**src/rtl/approx_level_ctrl_if.sv**
```systemverilog
// approx_level_ctrl_if: config, sample and level-update bundle between the core and approx_level_ctrl
interface approx_level_ctrl_if #(parameter int ERR_W = 16);
    logic             cfg_we;
    logic             cfg_mode;
    logic [1:0]       cfg_level;
    logic [ERR_W-1:0] cfg_hi_th;
    logic [ERR_W-1:0] cfg_lo_th;
    logic             smp_valid;
    logic [31:0]      smp_a;
    logic [31:0]      smp_b;
    logic [31:0]      smp_sum;
    logic             upd_allow;
    logic [2:0]       approx_level;
    logic [1:0]       level_idx;
    logic             level_chg;
    logic [ERR_W-1:0] win_err;
    modport master (
        output cfg_we, cfg_mode, cfg_level, cfg_hi_th, cfg_lo_th,
        output smp_valid, smp_a, smp_b, smp_sum, upd_allow,
        input  approx_level, level_idx, level_chg, win_err
    );
    modport slave (
        input  cfg_we, cfg_mode, cfg_level, cfg_hi_th, cfg_lo_th,
        input  smp_valid, smp_a, smp_b, smp_sum, upd_allow,
        output approx_level, level_idx, level_chg, win_err
    );
endinterface

```
**src/rtl/approx_level_ctrl.sv**
```systemverilog
// approx_level_ctrl: picks the approximation level of the Sklansky carry tree, either
// fixed by config or adapted per window of checked adder samples.
module approx_level_ctrl #(
    parameter int WIN_LOG2 = 8,
    parameter int ERR_W    = 16
) (
    input logic               clk,
    input logic               rst,
    approx_level_ctrl_if.slave bus
);
    typedef enum logic [1:0] {FIXED, MONITOR, PEND} state_t;

    state_t              state, state_n;
    logic [1:0]          idx, idx_n, tgt, tgt_n;
    logic [ERR_W-1:0]    acc, acc_n, win, win_n, hi_th, lo_th, e_sum;
    logic [WIN_LOG2-1:0] cnt, cnt_n;
    logic                s1_v, s1_mis, chg;
    logic [2:0]          lvl;

    function automatic logic [2:0] ladder(input logic [1:0] i);
        return i == 2'd0 ? 3'b000 : i == 2'd1 ? 3'b001 : i == 2'd2 ? 3'b011 : 3'b111;
    endfunction

    always_comb begin
        e_sum   = acc == '1 ? acc : acc + ERR_W'(s1_mis);
        state_n = state;
        idx_n   = idx;
        tgt_n   = tgt;
        acc_n   = acc;
        cnt_n   = cnt;
        win_n   = win;
        if (bus.cfg_we) begin
            state_n = bus.cfg_mode ? MONITOR : FIXED;
            idx_n   = bus.cfg_level;
            tgt_n   = '0;
            acc_n   = '0;
            cnt_n   = '0;
        end else if (state == PEND) begin
            if (bus.upd_allow) begin
                idx_n   = tgt;
                state_n = MONITOR;
            end
        end else if (state == MONITOR && s1_v) begin
            acc_n = e_sum;
            cnt_n = cnt + WIN_LOG2'(1);
            if (cnt == '1) begin
                win_n = e_sum;
                acc_n = '0;
                cnt_n = '0;
                // hi threshold wins; a step off either end of the ladder is simply dropped
                if (e_sum > hi_th) begin
                    if (idx != 2'd0) begin
                        tgt_n   = idx - 2'd1;
                        state_n = PEND;
                    end
                end else if (e_sum < lo_th && idx != 2'd3) begin
                    tgt_n   = idx + 2'd1;
                    state_n = PEND;
                end
            end
        end
    end

    always_ff @(posedge clk or posedge rst) begin
        if (rst) begin
            state  <= FIXED;
            idx    <= '0;
            tgt    <= '0;
            acc    <= '0;
            cnt    <= '0;
            win    <= '0;
            hi_th  <= '0;
            lo_th  <= '0;
            s1_v   <= 1'b0;
            s1_mis <= 1'b0;
            lvl    <= '0;
            chg    <= 1'b0;
        end else begin
            state  <= state_n;
            idx    <= idx_n;
            tgt    <= tgt_n;
            acc    <= acc_n;
            cnt    <= cnt_n;
            win    <= win_n;
            hi_th  <= bus.cfg_we ? bus.cfg_hi_th : hi_th;
            lo_th  <= bus.cfg_we ? bus.cfg_lo_th : lo_th;
            s1_v   <= bus.smp_valid && state == MONITOR && !bus.cfg_we;
            s1_mis <= (bus.smp_a + bus.smp_b) != bus.smp_sum;
            lvl    <= ladder(idx_n);
            chg    <= idx_n != idx;
        end
    end

    assign bus.approx_level = lvl;
    assign bus.level_idx    = idx;
    assign bus.level_chg    = chg;
    assign bus.win_err      = win;
endmodule

```
**src/flat_wrapper.sv**
```systemverilog
// flat-port wrapper written by rule: the top's interface ports become plain ports
module approx_level_ctrl_flat 
#(
    parameter int WIN_LOG2 = 8,
    parameter int ERR_W    = 16
)
  (clk, rst, bus_cfg_we, bus_cfg_mode, bus_cfg_level, bus_cfg_hi_th, bus_cfg_lo_th, bus_smp_valid, bus_smp_a, bus_smp_b, bus_smp_sum, bus_upd_allow, bus_approx_level, bus_level_idx, bus_level_chg, bus_win_err);
  approx_level_ctrl_if #(.ERR_W(ERR_W)) bus_i ();
  input logic clk;
  input logic rst;
  input wire logic [$bits(bus_i.cfg_we)-1:0] bus_cfg_we;
  input wire logic [$bits(bus_i.cfg_mode)-1:0] bus_cfg_mode;
  input wire logic [$bits(bus_i.cfg_level)-1:0] bus_cfg_level;
  input wire logic [$bits(bus_i.cfg_hi_th)-1:0] bus_cfg_hi_th;
  input wire logic [$bits(bus_i.cfg_lo_th)-1:0] bus_cfg_lo_th;
  input wire logic [$bits(bus_i.smp_valid)-1:0] bus_smp_valid;
  input wire logic [$bits(bus_i.smp_a)-1:0] bus_smp_a;
  input wire logic [$bits(bus_i.smp_b)-1:0] bus_smp_b;
  input wire logic [$bits(bus_i.smp_sum)-1:0] bus_smp_sum;
  input wire logic [$bits(bus_i.upd_allow)-1:0] bus_upd_allow;
  output wire logic [$bits(bus_i.approx_level)-1:0] bus_approx_level;
  output wire logic [$bits(bus_i.level_idx)-1:0] bus_level_idx;
  output wire logic [$bits(bus_i.level_chg)-1:0] bus_level_chg;
  output wire logic [$bits(bus_i.win_err)-1:0] bus_win_err;
  assign bus_i.cfg_we = bus_cfg_we;
  assign bus_i.cfg_mode = bus_cfg_mode;
  assign bus_i.cfg_level = bus_cfg_level;
  assign bus_i.cfg_hi_th = bus_cfg_hi_th;
  assign bus_i.cfg_lo_th = bus_cfg_lo_th;
  assign bus_i.smp_valid = bus_smp_valid;
  assign bus_i.smp_a = bus_smp_a;
  assign bus_i.smp_b = bus_smp_b;
  assign bus_i.smp_sum = bus_smp_sum;
  assign bus_i.upd_allow = bus_upd_allow;
  assign bus_approx_level = bus_i.approx_level;
  assign bus_level_idx = bus_i.level_idx;
  assign bus_level_chg = bus_i.level_chg;
  assign bus_win_err = bus_i.win_err;
  approx_level_ctrl #(.WIN_LOG2(WIN_LOG2), .ERR_W(ERR_W)) u_core (.clk(clk), .rst(rst), .bus(bus_i));
endmodule
```
**config.mk**
```make
export PLATFORM = sky130hd
export DESIGN_NAME = approx_level_ctrl_flat
export DESIGN_NICKNAME = d
export VERILOG_FILES = /design/src/rtl/approx_level_ctrl_if.sv /design/src/rtl/approx_level_ctrl.sv /design/src/flat_wrapper.sv
export SDC_FILE = /design/constraint.sdc
export NUM_CORES = 1
export LEC_CHECK = 0
export ABC_CLOCK_PERIOD_IN_PS = 4600
export BUFFER_PORTS_ARGS = -buffer_cell sky130_fd_sc_hd__buf_2
export CORE_MARGIN = 4
export CORE_UTILIZATION = 47
export DETAILED_ROUTE_END_ITERATION = 7
export PLACE_DENSITY = 0.77
export SYNTH_ARGS = -nofsm -noshare
export SYNTH_HDL_FRONTEND = slang
export SYNTH_SLANG_ARGS = --single-unit
export TNS_END_PERCENT = 50
```
**constraint.sdc**
```tcl
create_clock -name clk -period 4.6 [get_ports clk]
set_input_delay 0.92 -clock clk [delete_from_list [all_inputs] [get_ports clk]]
set_output_delay 0.92 -clock clk [all_outputs]
set_load 0.02 [all_outputs]
```
# After elaboration in Yosys (flattened, before gate mapping)
# Cells that the tools add are included.
# word_totals
reg_bits	84
word_cells	82
input_bits	136
out_inout_bits	22
# op_classes
eq_ne	13
n_bitwise	2
magnitude_cmp	2
muxes	31
n_reduce_logical	17
n_addsub	5
# op_table
cell	count
16-bit 2-to-1 mux	5
2-bit 2-to-1 mux	18
32-bit adder	1
8-bit 2-to-1 mux	4
32-bit inequality test	1
16-bit by 1-bit adder with 16-bit output	1
16-bit == test, second input constant	1
16-bit > comparator	1
16-bit < comparator	1
5-bit AND reduction	2
3-bit 2-to-1 mux	3
3-bit nonzero test	3
8-bit by 1-bit adder with 8-bit output, second input constant	1
8-bit == test, second input constant	1
3-bit inequality test, second input constant	2
2-bit nonzero test	3
2-bit by 1-bit == test with 1-bit output, second input constant	2
2-bit == test, second input constant	2
1-bit logical AND	4
2-bit inequality test, second input constant	2
4-bit by 3-bit inequality test with 1-bit output, second input constant	1
4-bit AND reduction	1
4-bit nonzero test	1
2-bit by 1-bit adder with 2-bit output, second input constant	1
7 further kinds	8

# Longest topological paths before layout
# logic_depth
depth_word	10
depth_mapped	18
mapped_depth_nobuf	18

# Worst setup path before layout
# OpenSTA, ideal clock, no wires.
# synth_timing
kind	flip-flop to flip-flop
start	register u_core.acc[10]
end	register u_core.state[1]
path_slack_ps	731
period_less_slack_ps	3869
arrival_time_ps	3751
path_buffers	0
required_ps	4481
stages_incl_launch_ff	18
setup_time_ps	119
path_cell_list	dfrtp_1 and3_1 nand3_1 or4_1 nand4_1 or3_1 inv_1 nand2_1 xnor2_1 ha_1 a21o_1 a21o_1 a221o_1 a211o_1 a221o_1 nand2_1 o21ai_0 o21a_1
# synth_via
elab_chain_cells	8
elab_cells_between_ends	14
classes_between	add/sub: 1; order compare: 2; eq/ne: 2; mux: 6; reduce/logical: 3
# synth_lines
item	line	text
from (decl)	approx_level_ctrl.sv:15	logic [ERR_W-1:0] acc, acc_n, win, win_n, hi_th, lo_th, e_sum;
from (signal assigned)	approx_level_ctrl.sv:82	acc <= acc_n;
16-bit by 1-bit adder with 16-bit output or 16-bit == test (tied branches)	approx_level_ctrl.sv:25	e_sum = acc == '1 ? acc : acc + ERR_W'(s1_mis);
16-bit 2-to-1 mux *	approx_level_ctrl.sv:25	
net u_core.e_sum[11]	approx_level_ctrl.sv:15	
16-bit > comparator	approx_level_ctrl.sv:51	if (e_sum > hi_th) begin
2-bit 2-to-1 mux	approx_level_ctrl.sv:51	
2-bit 2-to-1 mux	approx_level_ctrl.sv:46	if (cnt == '1) begin
2-bit 2-to-1 mux	approx_level_ctrl.sv:43	end else if (state == MONITOR && s1_v) begin
2-bit 2-to-1 mux	approx_level_ctrl.sv:38	end else if (state == PEND) begin
2-bit 2-to-1 mux	approx_level_ctrl.sv:32	if (bus.cfg_we) begin
to (signal assigned)	approx_level_ctrl.sv:79	state <= state_n;
to (decl)	approx_level_ctrl.sv:13	state_t state, state_n;
# The timed path passes the listed nets; every way through them passes the cells marked *. The select of a mux whose other input is x is not followed.
# A chain may end at the register's enable or synchronous reset.

# Worst setup path after layout
# layout_timing
start	register u_core.acc[10]
end	register u_core.tgt[1]
# layout_via
elab_chain_cells	8
elab_cells_between_ends	14
classes_between	add/sub: 1; order compare: 2; eq/ne: 2; mux: 6; reduce/logical: 3
# layout_lines
item	line	text
16-bit by 1-bit adder with 16-bit output or 16-bit == test (tied branches)	approx_level_ctrl.sv:25	
16-bit 2-to-1 mux *	approx_level_ctrl.sv:25	
net u_core.e_sum[11]	approx_level_ctrl.sv:15	
16-bit > comparator	approx_level_ctrl.sv:51	
2-bit 2-to-1 mux	approx_level_ctrl.sv:51	
2-bit 2-to-1 mux	approx_level_ctrl.sv:46	
2-bit 2-to-1 mux	approx_level_ctrl.sv:43	
2-bit 2-to-1 mux	approx_level_ctrl.sv:38	
2-bit 2-to-1 mux	approx_level_ctrl.sv:32	
to (signal assigned)	approx_level_ctrl.sv:81	tgt <= tgt_n;
to (decl)	approx_level_ctrl.sv:14	logic [1:0] idx, idx_n, tgt, tgt_n;
# Marked as above.

==> flow_summary.toml <==
[status]
status = "completed"

[clock_network]
tritoncts = "yes"
hold_buffers = 0
cts_made_buffers = 9
cts_resized = 0
cts_root_buffer = "clkbuf_16"
htree_levels = 3
post_cts_buffers = 0
clk_pin_slew_ns = 0.06
cts_max_path_buffers = 2
cts.sinks = 84
insertion_delay_ns = 0.34

[global_routing]
overflow = 0
grt_use_total = 0.229
grt_pass1_wl_um = 30900
grt_max_degree = 59
grt_antenna_before_repair = 1
grt_pass1_vias = 6438

[critical_path]
worstSetupEndpointType = "register"
cp_max_fo = 7
critPathKind = "reg -> reg"
r2r_slack_ns = 0.32
crit_slowest_cell = "or4_1"
arrival_ns = 4.52
crit_buf_inv = 1
rr_endpoint = "u_core.tgt[1]$_DFFE_PP0P_"
start_kind = "register"
crit_path_cell_trace = "and3_1, nand3_1, or4_1, nand4_1, or3_1, inv_1, nand2_1, xnor2_1, ha_1, a21o_1, a21o_1, a221o_1, a211o_1, a221o_1, nand2_1, o2111ai_1, o21a_1"
cp.depth = 17
ff2ff_path_depth = 17
slowest_delay_ns = 0.58
path_delay_family = "compound AO/OA/AOI/OAI gates"
r2r-start = "u_core.acc[10]$_DFFE_PP0P_"
cp.required_ns = 4.83

[detailed_routing]
final_antenna_net_count = 0
vias = 6563
drt-initial-drc-count = 436
drt-total-wl_um = 19100
routedWlPerCell_um = 16.8
drt_first_pass_iters = 5
viasPerCell = 5.78
drc = 0

[timing]
setup_ws_ns = 0.315
slew_violations = 0
worst_slew_pin_slew_ns = 0.990
final.setup.tns_ns = 0
fmax_ghz = 0.233
hold_viol = 0
finalClockSkew_ns = 0.00397
rsz0062_at_grt = "no"
post-route-min-period_ns = 4.28
finalSetupViolCount = 0
relSlewSlack = 0.339
fin_crit_sh = 0.931

[final_layout]
drive_above_1_share = 0.229
syn_to_final_growth_pct = 18.4
fin_nets = 1155
n_antenna_cell = 0

[synthesis]
async_reset_ff_frac = 1.00
syn_area_per_cell_um2 = 8.58
synthMuxAreaShare = 0.0283
synth_edf_count = 0
post_synth_num_cell_types = 80
synth_compound_area_frac = 0.225
synth_fa_ha_area_frac = 0.119
synth-simple-area-share = 0.199
yosysSeqAreaShare = 0.305
syn-cell-area_um2 = 6890
synth_cells = 803
ys_seq_elements = 84
synth_xor_area_frac = 0.0836
synth_warnings = 0
synth_top_family_by_area = "compound AO/OA/AOI/OAI gates"
syn_nets = 1004
synth_ff_type = "dfrtp_1"

[placed_design]
dp.final_hpwl_um = 15200
dp_slack_ns = 0.416
place_congestion = 0.984
io_buffers = 157

[floorplanning]
die-area_um2 = 16700
die_y_um = 129
die_width_um = 129
io_pins = 158
core-area_um2 = 14100
initial_utilization = 0.489
num_rows = 43

[pwr]
ir_drop_uv = 141
p_int_mw = 1.53
power_leakage_nw = 3.94
cellPowerDensity_nw_per_um2 = 272
pwr-share-clk = 0.350
p_switching_uw = 688
seqPwrFrac = 0.359
swShare = 0.310
comb_power_share = 0.291

[worst_hold_path]
hold_depth = 1
whs_endpoint = "u_core.cnt[7]$_DFFE_PP0P_"
min_from = "u_core.cnt[7]$_DFFE_PP0P_"
hp-class = "reg -> reg"

[flow_run]
cap_violations = 0
## layout make-up
class | instances | area (um2)
Multi-Input combinational cell | 650 | 4510
Clock inverter | 2 | 60.1
Inverter | 45 | 170
Sequential cell | 84 | 2100
Timing Repair Buffer | 164 | 838
Tap cell | 180 | 225
Fill cell | 1294 | 5940
Clock buffer | 11 | 253
## registers in the layout, indices dropped and copies added, names as in the netlist
register / flops
u_core.acc: 16
u_core.bus.win_err: 16
u_core.hi_th: 16
u_core.lo_th: 16
u_core.cnt: 8
u_core.bus.approx_level: 3
u_core.bus.level_idx: 2
u_core.state: 2
u_core.tgt: 2
u_core.bus.level_chg: 1
u_core.s1_mis: 1
u_core.s1_v: 1
## how the worst max path moves through the flow
stage | startpoint | to
3_3_place_gp | u_core.acc[10]$_DFFE_PP0P_ | u_core.state[1]$_DFFE_PP0P_
3_5_place_dp | u_core.acc[10]$_DFFE_PP0P_ | u_core.state[1]$_DFFE_PP0P_
5_1_grt | u_core.acc[10]$_DFFE_PP0P_ | u_core.tgt[0]$_DFFE_PP0P_
4_1_cts | u_core.acc[10]$_DFFE_PP0P_ | u_core.tgt[1]$_DFFE_PP0P_
2_1_floorplan | u_core.acc[10]$_DFFE_PP0P_ | u_core.state[1]$_DFFE_PP0P_
6_report | u_core.acc[10]$_DFFE_PP0P_ | u_core.tgt[1]$_DFFE_PP0P_
## worst register-to-register path, stage by stage (launching register included)
cell	delay [ns]
dfrtp_1	0.45
and3_1	0.22
nand3_1	0.11
or4_1	0.58
nand4_1	0.20
or3_1	0.16
inv_1	0.05
nand2_1	0.07
xnor2_1	0.20
ha_1	0.31
a21o_1	0.18
a21o_1	0.17
a221o_1	0.34
a211o_1	0.30
a221o_1	0.31
nand2_1	0.21
o2111ai_1	0.17
o21a_1	0.14
## kinds of logic (layout without fill, tap and decap cells)
kind of cell,after synthesis,count (layout)
AND/OR/NAND/NOR,275,275
AO/OA/AOI/OAI,228,228
flip-flops,84,84
buffers and inverters,69,222
adder cells (fa/ha/maj),65,65
XOR/XNOR,64,64
multiplexers,18,18
## metrics by stage
stage | hold slack [ns] | cells | total power [mW] | util | instance area [um2]
2_1_floorplan | 0.444 | 803 | 1.26 | - | 6890
3_3_place_gp | 0.466 | 1123 | 1.44 | 0.557 | 7850
3_5_place_dp | 0.473 | 1123 | 1.45 | 0.557 | 7850
4_1_cts | 0.482 | 1136 | 2.22 | 0.579 | 8160
5_1_grt | 0.514 | 1136 | 2.33 | 0.579 | 8160
6_report | 0.484 | 1136 | 2.22 | 0.579 | 8160
## routing by layer
metal  track usage  share of wire  vias to the layer above
met4        0.0846          0.028                        2
met1         0.293           0.42                     3013
met2         0.392           0.48                      273
met3        0.0359          0.070                       47
li1              -              -                     3228
met5             0        0.00073                        -
## placed cells by master (no fill, tap or decap), types with 5 or more instances in the layout
cell and n:
o21bai_1 6, and3_1 6, dfrtp_1 84, a21oi_1 43, inv_1 44, nand2b_1 5, o21ai_1 10, nor3_1 15
a211o_1 5, xor2_1 29, nor4_1 6, a21o_1 13, nor2b_1 5, buf_2 157, nand2_1 88, nand4_1 26
a22o_1 10, a211oi_1 8, nor2_1 65, ha_1 64, o21ai_0 65, clkbuf_16 9, nand3_1 24, o21a_1 7
xnor2_1 33, a31oi_1 9, mux2i_1 6, buf_4 7, mux2_2 12
## Yosys cell counts (4+ instances only)
library cell   n  share of area
o31ai_1        4         0.0044
o21bai_1       6         0.0065
a31oi_1        9         0.0082
a21oi_1       43          0.031
o21ai_1       10         0.0073
mux2_2        12          0.020
mux2i_1        6         0.0087
nor4_1         6         0.0055
nor3_1        15          0.011
nand2_1       88          0.048
nand4_1       26          0.024
xor2_1        29          0.037
inv_1         45          0.025
nand2b_1       5         0.0045
a2111oi_0      4         0.0051
o21ai_0       65          0.047
a211o_1        5         0.0064
xnor2_1       33          0.042
nand3_1       24          0.017
o21a_1         7         0.0076
or4_1          4         0.0044
nor2_1        65          0.035
a21o_1        13          0.014
o211ai_1       4         0.0044
a211oi_1       8         0.0087
a22o_1        10          0.013
ha_1          64           0.12
clkbuf_1      16         0.0087
buf_2          5         0.0036
dfrtp_1       84           0.31
a22oi_1        4         0.0044
nor2b_1        5         0.0045
and3_1         6         0.0055
## power by group through the flow
| stage | clock network (mW) | registers, mW | logic (mW) |
|---|---|---|---|
| detailed placement | 0 | 0.810 | 0.635 |
| floorplan | 0 | 0.814 | 0.442 |
| finish | 0.776 | 0.797 | 0.646 |
| global placement | 0 | 0.809 | 0.630 |
| CTS | 0.784 | 0.797 | 0.640 |
| global route | 0.817 | 0.801 | 0.713 |
No activity file was read; power rests on OpenSTA's default activity.
